$ cat src/rtl/hazard_stall_unit_pkg.sv
// Shared types and constants for the ID-stage hazard stall unit.
// Control vectors order: {PCWrite, IF_ID_Write, ID_EX_Flush, pipe_hold}.
package hazard_pkg;

    localparam logic [4:0] REG_ZERO = 5'd0;

    typedef enum logic [1:0] {
        RUN        = 2'd0,
        STALL      = 2'd1,
        MEM_WAIT   = 2'd2,
        MEM_WAIT_S = 2'd3
    } state_t;

    typedef struct packed {
        logic pc_write;
        logic if_id_write;
        logic id_ex_flush;
        logic pipe_hold;
    } ctrl_t;

    localparam ctrl_t CTRL_PASS   = 4'b1100;
    localparam ctrl_t CTRL_STALL  = 4'b0010;
    localparam ctrl_t CTRL_FREEZE = 4'b0001;

    function automatic logic [31:0] sat_inc(input logic [31:0] v);
        return (v == 32'hFFFF_FFFF) ? v : v + 32'd1;
    endfunction

endpackage

$ cat src/rtl/hazard_stall_unit_if.sv
// Pipeline-side bundle of the hazard stall unit.
// Optional statistics outputs are present when HAZARD_STATS_EN is defined.
interface hazard_stall_unit_if #(parameter int REG_W = 5);
    logic [REG_W-1:0] IF_ID_rs;
    logic [REG_W-1:0] IF_ID_rt;
    logic             IF_ID_use_rt;
    logic             IF_ID_branch;
    logic [REG_W-1:0] ID_EX_rt;
    logic [REG_W-1:0] ID_EX_regres;
    logic             ID_EX_RegWrite;
    logic             ID_EX_MEMRead;
    logic [REG_W-1:0] EX_MEM_regres;
    logic             EX_MEM_MEMRead;
    logic             mem_req;
    logic             mem_ready;
    logic             PCWrite;
    logic             IF_ID_Write;
    logic             ID_EX_Flush;
    logic             pipe_hold;
`ifdef HAZARD_STATS_EN
    logic [31:0]      lu_stalls;
    logic [31:0]      br_stalls;
    logic [31:0]      mem_freezes;
`endif

    modport master (
        output IF_ID_rs, output IF_ID_rt, output IF_ID_use_rt, output IF_ID_branch,
        output ID_EX_rt, output ID_EX_regres, output ID_EX_RegWrite, output ID_EX_MEMRead,
        output EX_MEM_regres, output EX_MEM_MEMRead, output mem_req, output mem_ready,
        input PCWrite, input IF_ID_Write, input ID_EX_Flush, input pipe_hold
`ifdef HAZARD_STATS_EN
        , input lu_stalls, input br_stalls, input mem_freezes
`endif
    );

    modport slave (
        input IF_ID_rs, input IF_ID_rt, input IF_ID_use_rt, input IF_ID_branch,
        input ID_EX_rt, input ID_EX_regres, input ID_EX_RegWrite, input ID_EX_MEMRead,
        input EX_MEM_regres, input EX_MEM_MEMRead, input mem_req, input mem_ready,
        output PCWrite, output IF_ID_Write, output ID_EX_Flush, output pipe_hold
`ifdef HAZARD_STATS_EN
        , output lu_stalls, output br_stalls, output mem_freezes
`endif
    );
endinterface

$ cat src/rtl/hazard_stall_unit_match.sv
// Source-operand match: d is a hazard if it is nonzero and equals rs,
// or equals rt when the ID instruction actually reads rt.
module hazard_match
    import hazard_pkg::*;
#(
    parameter int REG_W = 5
) (
    input  logic [REG_W-1:0] d,
    input  logic [REG_W-1:0] rs,
    input  logic [REG_W-1:0] rt,
    input  logic             use_rt,
    output logic             hit
);
    assign hit = (d != REG_W'(REG_ZERO)) && ((d == rs) || (use_rt && (d == rt)));
endmodule

$ cat src/rtl/hazard_stall_unit.sv
// ID-stage stall/freeze controller for hazards forwarding cannot cover.
// Define HAZARD_STATS_EN to add saturating stall/freeze statistics counters.
module hazard_stall_unit
    import hazard_pkg::*;
#(
    parameter int REG_W = 5,
    parameter int CNT_W = 2
) (
    input  logic              clk,
    input  logic              rst_n,
    hazard_stall_unit_if.slave bus
);

    logic             hit_ld_s;
    logic             hit_ex_s;
    logic             hit_mem_s;
    logic             lu_s;
    logic             br1_s;
    logic             br2_s;
    logic             mw_s;
    state_t           state_r;
    state_t           state_nxt_s;
    logic [CNT_W-1:0] cnt_r;
    logic [CNT_W-1:0] cnt_nxt_s;
    ctrl_t            ctrl_s;
    ctrl_t            ctrl_out_s;

    hazard_match #(.REG_W(REG_W)) u_match_ld (
        .d(bus.ID_EX_rt), .rs(bus.IF_ID_rs), .rt(bus.IF_ID_rt),
        .use_rt(bus.IF_ID_use_rt), .hit(hit_ld_s)
    );
    hazard_match #(.REG_W(REG_W)) u_match_ex (
        .d(bus.ID_EX_regres), .rs(bus.IF_ID_rs), .rt(bus.IF_ID_rt),
        .use_rt(bus.IF_ID_use_rt), .hit(hit_ex_s)
    );
    hazard_match #(.REG_W(REG_W)) u_match_mem (
        .d(bus.EX_MEM_regres), .rs(bus.IF_ID_rs), .rt(bus.IF_ID_rt),
        .use_rt(bus.IF_ID_use_rt), .hit(hit_mem_s)
    );

    assign lu_s  = bus.ID_EX_MEMRead && hit_ld_s;
    assign br2_s = bus.IF_ID_branch && lu_s;
    assign br1_s = bus.IF_ID_branch &&
                   ((bus.ID_EX_RegWrite && !bus.ID_EX_MEMRead && hit_ex_s) ||
                    (bus.EX_MEM_MEMRead && hit_mem_s));
    assign mw_s  = bus.mem_req && !bus.mem_ready;

    // Next-state, stall-count and Mealy control decode
    always_comb begin
        state_nxt_s = state_r;
        cnt_nxt_s   = cnt_r;
        ctrl_s      = CTRL_PASS;
        case (state_r)
            RUN, MEM_WAIT: begin
                // A wait state releasing on mem_ready decodes exactly like RUN
                if (mw_s || ((state_r == MEM_WAIT) && !bus.mem_ready)) begin
                    ctrl_s      = CTRL_FREEZE;
                    state_nxt_s = MEM_WAIT;
                end else if (br2_s) begin
                    ctrl_s      = CTRL_STALL;
                    cnt_nxt_s   = CNT_W'(1'b1);
                    state_nxt_s = STALL;
                end else if (br1_s || lu_s) begin
                    ctrl_s      = CTRL_STALL;
                    state_nxt_s = RUN;
                end else begin
                    ctrl_s      = CTRL_PASS;
                    state_nxt_s = RUN;
                end
            end
            STALL, MEM_WAIT_S: begin
                if (mw_s || ((state_r == MEM_WAIT_S) && !bus.mem_ready)) begin
                    ctrl_s      = CTRL_FREEZE;
                    state_nxt_s = MEM_WAIT_S;
                end else begin
                    ctrl_s = CTRL_STALL;
                    if (cnt_r != '0) begin
                        cnt_nxt_s = cnt_r - CNT_W'(1'b1);
                    end else begin
                        cnt_nxt_s = cnt_r;
                    end
                    if (cnt_r <= CNT_W'(1'b1)) begin
                        state_nxt_s = RUN;
                    end else begin
                        state_nxt_s = STALL;
                    end
                end
            end
            default: begin
                ctrl_s      = CTRL_STALL;
                cnt_nxt_s   = '0;
                state_nxt_s = RUN;
            end
        endcase
    end

    // Reset forces the bubble/no-fetch pattern regardless of state
    always_comb begin
        if (!rst_n) begin
            ctrl_out_s = CTRL_STALL;
        end else begin
            ctrl_out_s = ctrl_s;
        end
    end

    assign bus.PCWrite     = ctrl_out_s.pc_write;
    assign bus.IF_ID_Write = ctrl_out_s.if_id_write;
    assign bus.ID_EX_Flush = ctrl_out_s.id_ex_flush;
    assign bus.pipe_hold   = ctrl_out_s.pipe_hold;

    // State and branch-stall counter registers
    always_ff @(posedge clk or negedge rst_n) begin
        if (!rst_n) begin
            state_r <= RUN;
            cnt_r   <= '0;
        end else begin
            state_r <= state_nxt_s;
            cnt_r   <= cnt_nxt_s;
        end
    end

`ifdef HAZARD_STATS_EN
    logic        stall_cyc_s;
    logic        br_cyc_s;
    logic        freeze_cyc_s;
    logic [31:0] lu_cnt_r;
    logic [31:0] br_cnt_r;
    logic [31:0] fr_cnt_r;

    // A stall is a branch stall if any branch condition or the STALL path caused it
    assign stall_cyc_s  = (ctrl_s == CTRL_STALL);
    assign freeze_cyc_s = (ctrl_s == CTRL_FREEZE);
    assign br_cyc_s     = stall_cyc_s && (br1_s || br2_s ||
                          (state_r == STALL) || (state_r == MEM_WAIT_S));

    // Saturating statistics counters
    always_ff @(posedge clk or negedge rst_n) begin
        if (!rst_n) begin
            lu_cnt_r <= 32'd0;
            br_cnt_r <= 32'd0;
            fr_cnt_r <= 32'd0;
        end else begin
            if (stall_cyc_s && !br_cyc_s) begin
                lu_cnt_r <= sat_inc(lu_cnt_r);
            end else begin
                lu_cnt_r <= lu_cnt_r;
            end
            if (br_cyc_s) begin
                br_cnt_r <= sat_inc(br_cnt_r);
            end else begin
                br_cnt_r <= br_cnt_r;
            end
            if (freeze_cyc_s) begin
                fr_cnt_r <= sat_inc(fr_cnt_r);
            end else begin
                fr_cnt_r <= fr_cnt_r;
            end
        end
    end

    assign bus.lu_stalls   = lu_cnt_r;
    assign bus.br_stalls   = br_cnt_r;
    assign bus.mem_freezes = fr_cnt_r;
`endif

endmodule

$ cat src/flat_wrapper.sv
// flat-port wrapper written by rule: the top's interface ports become plain ports
module hazard_stall_unit_flat import hazard_pkg::*;
#(
    parameter int REG_W = 5,
    parameter int CNT_W = 2
)
  (clk, rst_n, bus_IF_ID_rs, bus_IF_ID_rt, bus_IF_ID_use_rt, bus_IF_ID_branch, bus_ID_EX_rt, bus_ID_EX_regres, bus_ID_EX_RegWrite, bus_ID_EX_MEMRead, bus_EX_MEM_regres, bus_EX_MEM_MEMRead, bus_mem_req, bus_mem_ready, bus_PCWrite, bus_IF_ID_Write, bus_ID_EX_Flush, bus_pipe_hold);
  hazard_stall_unit_if #(.REG_W(REG_W)) bus_i ();
  input  logic clk;
  input  logic rst_n;
  input wire logic [$bits(bus_i.IF_ID_rs)-1:0] bus_IF_ID_rs;
  input wire logic [$bits(bus_i.IF_ID_rt)-1:0] bus_IF_ID_rt;
  input wire logic [$bits(bus_i.IF_ID_use_rt)-1:0] bus_IF_ID_use_rt;
  input wire logic [$bits(bus_i.IF_ID_branch)-1:0] bus_IF_ID_branch;
  input wire logic [$bits(bus_i.ID_EX_rt)-1:0] bus_ID_EX_rt;
  input wire logic [$bits(bus_i.ID_EX_regres)-1:0] bus_ID_EX_regres;
  input wire logic [$bits(bus_i.ID_EX_RegWrite)-1:0] bus_ID_EX_RegWrite;
  input wire logic [$bits(bus_i.ID_EX_MEMRead)-1:0] bus_ID_EX_MEMRead;
  input wire logic [$bits(bus_i.EX_MEM_regres)-1:0] bus_EX_MEM_regres;
  input wire logic [$bits(bus_i.EX_MEM_MEMRead)-1:0] bus_EX_MEM_MEMRead;
  input wire logic [$bits(bus_i.mem_req)-1:0] bus_mem_req;
  input wire logic [$bits(bus_i.mem_ready)-1:0] bus_mem_ready;
  output wire logic [$bits(bus_i.PCWrite)-1:0] bus_PCWrite;
  output wire logic [$bits(bus_i.IF_ID_Write)-1:0] bus_IF_ID_Write;
  output wire logic [$bits(bus_i.ID_EX_Flush)-1:0] bus_ID_EX_Flush;
  output wire logic [$bits(bus_i.pipe_hold)-1:0] bus_pipe_hold;
  assign bus_i.IF_ID_rs = bus_IF_ID_rs;
  assign bus_i.IF_ID_rt = bus_IF_ID_rt;
  assign bus_i.IF_ID_use_rt = bus_IF_ID_use_rt;
  assign bus_i.IF_ID_branch = bus_IF_ID_branch;
  assign bus_i.ID_EX_rt = bus_ID_EX_rt;
  assign bus_i.ID_EX_regres = bus_ID_EX_regres;
  assign bus_i.ID_EX_RegWrite = bus_ID_EX_RegWrite;
  assign bus_i.ID_EX_MEMRead = bus_ID_EX_MEMRead;
  assign bus_i.EX_MEM_regres = bus_EX_MEM_regres;
  assign bus_i.EX_MEM_MEMRead = bus_EX_MEM_MEMRead;
  assign bus_i.mem_req = bus_mem_req;
  assign bus_i.mem_ready = bus_mem_ready;
  assign bus_PCWrite = bus_i.PCWrite;
  assign bus_IF_ID_Write = bus_i.IF_ID_Write;
  assign bus_ID_EX_Flush = bus_i.ID_EX_Flush;
  assign bus_pipe_hold = bus_i.pipe_hold;
  hazard_stall_unit #(.REG_W(REG_W), .CNT_W(CNT_W)) u_core (.clk(clk), .rst_n(rst_n), .bus(bus_i));
endmodule
$ cat config.mk
export PLATFORM = sky130hd
export DESIGN_NAME = hazard_stall_unit_flat
export DESIGN_NICKNAME = d
export VERILOG_FILES = /design/src/rtl/hazard_stall_unit_pkg.sv /design/src/rtl/hazard_stall_unit_if.sv /design/src/rtl/hazard_stall_unit_match.sv /design/src/rtl/hazard_stall_unit.sv /design/src/flat_wrapper.sv
export SDC_FILE = /design/constraint.sdc
export NUM_CORES = 1
export LEC_CHECK = 0
export CAP_MARGIN = 20
export CORE_MARGIN = 2
export CORE_UTILIZATION = 33
export CTS_CLUSTER_SIZE = 28
export DETAILED_ROUTE_END_ITERATION = 16
export PLACE_DENSITY = 0.74
export SYNTH_ARGS = -nofsm -noshare
export SYNTH_HDL_FRONTEND = slang
export SYNTH_SLANG_ARGS = --single-unit
$ cat constraint.sdc
create_clock -name clk -period 1.9 [get_ports clk]
set_clock_uncertainty 0.15 [all_clocks]
set_input_delay 0.38 -clock clk [delete_from_list [all_inputs] [get_ports clk]]
set_output_delay 0.38 -clock clk [all_outputs]
set_load 0.03 [all_outputs]
==> results of run 1 <==
-- sequential cells by signal (all words and copies together) (netlist names) --
name            cells
u_core.cnt_r        2
u_core.state_r      2
-- cell type report --
| type | instances | area share [%] |
|---|---|---|
| clock buffers | 3 | 1.67 |
| inverters | 4 | 1.11 |
| multi-input cells | 71 | 44.5 |
| flip-flops and latches | 4 | 7.41 |
| well taps | 27 | 2.50 |
| repair buffers | 72 | 42.8 |
-- stage by stage --
| step | hold slack (ps) | setup slack [ps] | util, % |
|---|---|---|---|
| after floorplan | -65.6 | -604 | - |
| after global placement | 344 | -871 | 67.9 |
| after detailed placement | 348 | -877 | 67.9 |
| after CTS | 268 | -473 | 69.1 |
| after global routing | 296 | -498 | 71.1 |
| final | 279 | -474 | 71.1 |
-- report_power, final --
group	switching [W]	total (W)	internal, W	leakage [nW]
Sequential	0.0000136	0.000115	0.000101	0.0527
Clock	0.0000333	0.000104	0.0000705	0.0138
Combinational	0.000144	0.000323	0.000179	0.584
-- repair_timing --
action,CTS,global route
cloned,0,0
pin swaps,14,11
hold buffers,0,0
endpoints found under the setup margin,7,7
gates resized for setup,94,19
setup buffers,1,2
-- path summary, 6_finish.rpt --
check | from | end | cells past startpoint
worst max-delay path | bus_ID_EX_rt[4] | bus_ID_EX_Flush | 6
worst min-delay path | rst_n | u_core.state_r[0] | 2
worst max register to register | u_core.state_r[1] | u_core.cnt_r[1] | 6
worst min register to register | u_core.cnt_r[1] | u_core.cnt_r[1] | 1
max in group asynchronous | rst_n | u_core.cnt_r[1] | 2
min in group clk | u_core.cnt_r[1] | u_core.cnt_r[1] | 1
-- metal layers --
metal	vias to the layer above	wire length (um)
met5	-	0
li1	430	-
met4	0	25
met3	4	124
met2	40	1420
met1	392	994
-- synth_stat cells --
library cell  count  share of area [%]
nor4_1            3                2.9
xor2_1           18                 24
a31o_2            1                1.3
nor2_1            8                4.6
a31oi_1           1               0.96
a32oi_1           2                2.7
ha_1              2                3.9
or2_2             1               0.96
o211ai_1          1                1.2
nor3b_1           1                1.2
dfrtp_1           4                 15
inv_1             4                2.3
o21a_1            1                1.2
a2111oi_2         1                2.3
o21ai_0           2                1.5
xnor2_1          12                 16
o32a_1            1                1.5
o22ai_1           1               0.96
nand3b_1          1                1.2
mux2i_1           1                1.5
or4_1             2                2.3
nand4_1           1               0.96
nand2_1           4                2.3
nor3_1            3                2.3
nand3_1           2                1.5
buf_4             1                1.2
and2_4            1                1.3
-- cell families (layout without fill, tap and decap cells) --
family	Yosys count	in the layout	synth area share, %
XOR/XNOR	30	30	40.5
AND/OR/NAND/NOR	27	27	21.6
AO/OA/AOI/OAI	11	11	13.7
buffers and inverters	5	79	3.47
flip-flops	4	4	15.4
adder cells (fa/ha/maj)	2	2	3.85
multiplexers	1	1	1.54
==> out/qor.txt, run 1 <==
outcome: complete, but fails checks
failing checks: negative setup slack
CTS buffer count: 3
Die Y: 48.4 um
unrepaired setup endpoints after global routing: true
Final Max Slew Viols: 0
Final Hold Vio Count: 0
HP Class: in2async
gr ovfl total: 0
multi-input logic area: 602 um2
Die ar.: 2340 um2
Crit path required time: 1370 ps
Max-Cap Viols: 0
Final ANT Viol Nets: 0
clock transition at the registers of the reported paths: 40 ps
clk sink count: 4
Slew @ Worst Pin: 328 ps
Syn Nets: 116
CORE AREA: 1900 um2
Wirelength per Cell: 14.2 um
# rows: 16
pin count of the biggest net entering global routing: 5
routed via count: 866
crit path buf inv count: 2
most frequent cells in the layout: buf_4 (35), xor2_1 (15), xnor2_1 (12)
synthesis-stage register bit count: 4
maximum root-to-sink buffer count: 2
nature of the critical path endpoint: output pin
CP max-delay cell: or4_4
grt peak-use layer: met2
Fin Setup TNS: -1250 ps
sequential fraction of the synthesis area: 15.4%
VDD IR-drop max: 0.000427 V
Overall Power: 0.000542 W
CTS tree: done
IO Pins: 38
antenna violations before repair: 0
# port buffers: 37
commonest non-fill, non-tap cell in the layout: buf_4
startpoint types: input pin
area grow syn2layout: 108%
most numerous cell on the critical path: buf_6
htree depth: 1
CP Cell Sequence: buf_6 > or4_4 > o21a_1 > and2_4 > o32a_1 > buf_6
Cell variety after synth: 27
CP top delay family: simple AND/OR/NAND/NOR gates
Pleak: 0.651 nW
Final Setup Violations: 3
GRT Total Usage: 22.9%
FILL cells: 155
register-to-register setup slack: 320 ps
Yosys warnings: 0
post-route clock period utilization: 125%
die width: 48.4 um
Remaining DRCs: 0
number of global-route vias before repair: 936
Syn Inst Count: 80
RD Place Congestion: 0.826
CTS Root Buffer Type: clkbuf_4
HPWL after detailed placement: 1910 um
vias per cell: 4.78
setup ws final: -474 ps
fin area: 1350 um2
Clock Latency Late Sink: 230 ps
first-pass GRT wire length: 4200 um
final critical-path required period: 2370 ps
# diodes: 0
syn avg cell area: 8.12 um2
Max FO, Critical Path: 2
wirelength, routed: 2570 um
Mapped Area: 649 um2
slowest stage delay, CP: 520 ps
placed instance area: 1290 um2
dpl cells: 175
pwr dens: 401 nW/um2
Iter 0 DRT Violations: 5
crit path DAT: 1840 ps
Initial Util: 34.1%
M2 GR Usage: 43.8%
slew margin rel.: 78.1%
final net count: 192
f_max: 421 MHz
grt met3 use: 4.94%
fraction of layout cells with a size suffix above 1: 51.3%
fin cells: 181
Reg area: 100 um2
1st-pass router iterations: 4
Worst Setup Path Type: in2out
grt met1 use: 23.9%
No activity file was read; power rests on OpenSTA's default activity.
==> run 2, diff against run 1 <==
--- a/config.mk
+++ b/config.mk
@@ -6,7 +6,6 @@
 export NUM_CORES = 1
 export LEC_CHECK = 0
 export CAP_MARGIN = 20
-export CORE_MARGIN = 2
 export CORE_UTILIZATION = 33
 export CTS_CLUSTER_SIZE = 28
 export DETAILED_ROUTE_END_ITERATION = 16
==> out/qor.txt, run 2 (synthesis results as in run 1) <==
largest registers: u_core.cnt_r: 2 flops, u_core.state_r: 2 flops (unchanged)
# rows: 15 (was 16)
htree depth: 1 (unchanged)
reg2reg path depth: 6 (unchanged)
pre-CTS WS: -888 ps (was -877 ps)
nature of the critical path endpoint: output pin (unchanged)
pin count of the biggest net entering global routing: 5 (unchanged)
clk sink count: 4 (unchanged)
HP Class: in2async (unchanged)
Slew @ Worst Pin: 348 ps (was 328 ps)
antenna violations before repair: 0 (unchanged)
final net count: 193 (was 192)
Final Max Slew Viols: 0 (unchanged)
Initial Util: 36.4% (was 34.1%)
CTS buffer count: 3 (unchanged)
VDD IR-drop max: 0.000454 V (was 0.000427 V)
launch point of the worst reg-to-reg path: u_core.state_r[1] (unchanged)
fin area: 1340 um2 (was 1350 um2)
reg2reg end: u_core.cnt_r[1] (unchanged)
CTS Hold Bufs: 0 (unchanged)
most frequent cells in the layout: buf_4 (37), xor2_1 (17), xnor2_1 (12) (was buf_4 (35), xor2_1 (15), xnor2_1 (12))
IO Pins: 38 (unchanged)
Pleak: 0.645 nW (was 0.651 nW)
register-to-register setup slack: 270 ps (was 320 ps)
die width: 46.4 um (was 48.4 um)
Die ar.: 2150 um2 (was 2340 um2)
slew margin rel.: 76.7% (was 78.1%)
GRT Total Usage: 22.7% (was 22.9%)
CP startpoint: bus_EX_MEM_regres[4] (was bus_ID_EX_rt[4])
1st-pass router iterations: 4 (unchanged)
Crit path required time: 1370 ps (about the same)
setup ws final: -499 ps (was -474 ps)
routed via count: 864 (was 866)
Final ANT Viol Nets: 0 (unchanged)
outcome: complete, but fails checks (unchanged)
Wirelength per Cell: 12.9 um (was 14.2 um)
# port buffers: 37 (unchanged)
CORE AREA: 1780 um2 (was 1900 um2)
Iter 0 DRT Violations: 5 (unchanged)
area grow syn2layout: 106% (was 108%)
number of global-route vias before repair: 882 (was 936)
Remaining DRCs: 0 (unchanged)
final critical-path required period: 2400 ps (was 2370 ps)
first-pass GRT wire length: 3390 um (was 4200 um)
gr ovfl total: 0 (unchanged)
RD Place Congestion: 0.807 (was 0.826)
maximum root-to-sink buffer count: 2 (unchanged)
CP endpoint: bus_ID_EX_Flush (unchanged)
Final Hold Vio Count: 0 (unchanged)
Worst Setup Path Type: in2out (unchanged)
Final Setup Violations: 3 (unchanged)
pwr dens: 397 nW/um2 (was 401 nW/um2)
crit path DAT: 1870 ps (was 1840 ps)
wirelength, routed: 2330 um (was 2570 um)
clock transition at the registers of the reported paths: 40 ps (about the same)
post-route clock period utilization: 126% (was 125%)
CTS Root Buffer Type: clkbuf_4 (unchanged)
f_max: 417 MHz (was 421 MHz)
commonest non-fill, non-tap cell in the layout: buf_4 (unchanged)
placed instance area: 1300 um2 (was 1290 um2)
Die Y: 46.4 um (was 48.4 um)
startpoint types: input pin (unchanged)
unrepaired setup endpoints after global routing: true (unchanged)
Clock Latency Late Sink: 230 ps (about the same)
HPWL after detailed placement: 1890 um (was 1910 um)
vias per cell: 4.80 (was 4.78)
Max-Cap Viols: 0 (unchanged)
CTS tree: done (unchanged)
# diodes: 0 (unchanged)
fraction of layout cells with a size suffix above 1: 43.2% (was 51.3%)
Max FO, Critical Path: 3 (was 2)
failing checks: negative setup slack (unchanged)
==> run 2: worst max-delay path: stages <==
cell             delay (ps)
clkdlybuf4s15_1         210
or4_4                   430
o211ai_1                210
o21ai_1                 130
o32a_1                  360
buf_6                   140
==> run 2: area by class of cell <==
cell class	instances	area (um2)
Timing Repair Buffer	73	592
Multi-Input combinational cell	71	579
Fill cell	129	443
Sequential cell	4	100
Tap cell	25	31.3
Clock buffer	3	22.5
Inverter	4	15.0
==> run 2: worst min path at each step <==
| stage | depth (start not counted) | from | slack (ps) | endpoint |
|---|---|---|---|---|
| 2_1_floorplan | 0 | rst_n | -70 | u_core.cnt_r[0] |
| 3_3_place_gp | 1 | u_core.cnt_r[1] | 350 | u_core.cnt_r[1] |
| 3_5_place_dp | 1 | u_core.cnt_r[1] | 350 | u_core.cnt_r[1] |
| 4_1_cts | 2 | rst_n | 280 | u_core.state_r[1] |
| 5_1_grt | 2 | rst_n | 310 | u_core.state_r[1] |
| 6_report | 2 | rst_n | 290 | u_core.state_r[1] |
==> run 2: layer usage <==
| metal | GRT usage [%] | share of wire (%) |
|---|---|---|
| met5 | 0 | 0 |
| met4 | 11.8 | 1.2 |
| met3 | 3.92 | 6.4 |
| met2 | 42.8 | 52 |
| met1 | 23.3 | 40 |
==> run 2: per-stage QoR <==
stage	TNS [ps]	hold WS (ps)	power (W)	util, %	cells
floorplan	-1320	-65.6	0.000246	-	80
global placement	-3520	347	0.000418	72.7	174
detailed placement	-3610	354	0.000427	72.7	174
CTS	-1380	284	0.000531	73.0	178
global route	-1680	309	0.000572	75.2	180
finish	-1470	292	0.000532	75.2	180
==> run 2: power breakdown <==
part / total, W / internal (W) / leakage (nW) / switching, W
Clock: 0.000103 / 0.0000705 / 0.0138 / 0.0000323
Combinational: 0.000314 / 0.000176 / 0.578 / 0.000138
Sequential: 0.000114 / 0.000101 / 0.0527 / 0.0000132
==> run 2: repair_timing <==
action | in CTS | in global routing
pin swaps | 16 | 5
resized for setup | 78 | 6
setup buffers | 1 | 2
setup endpoints to repair | 7 | 5
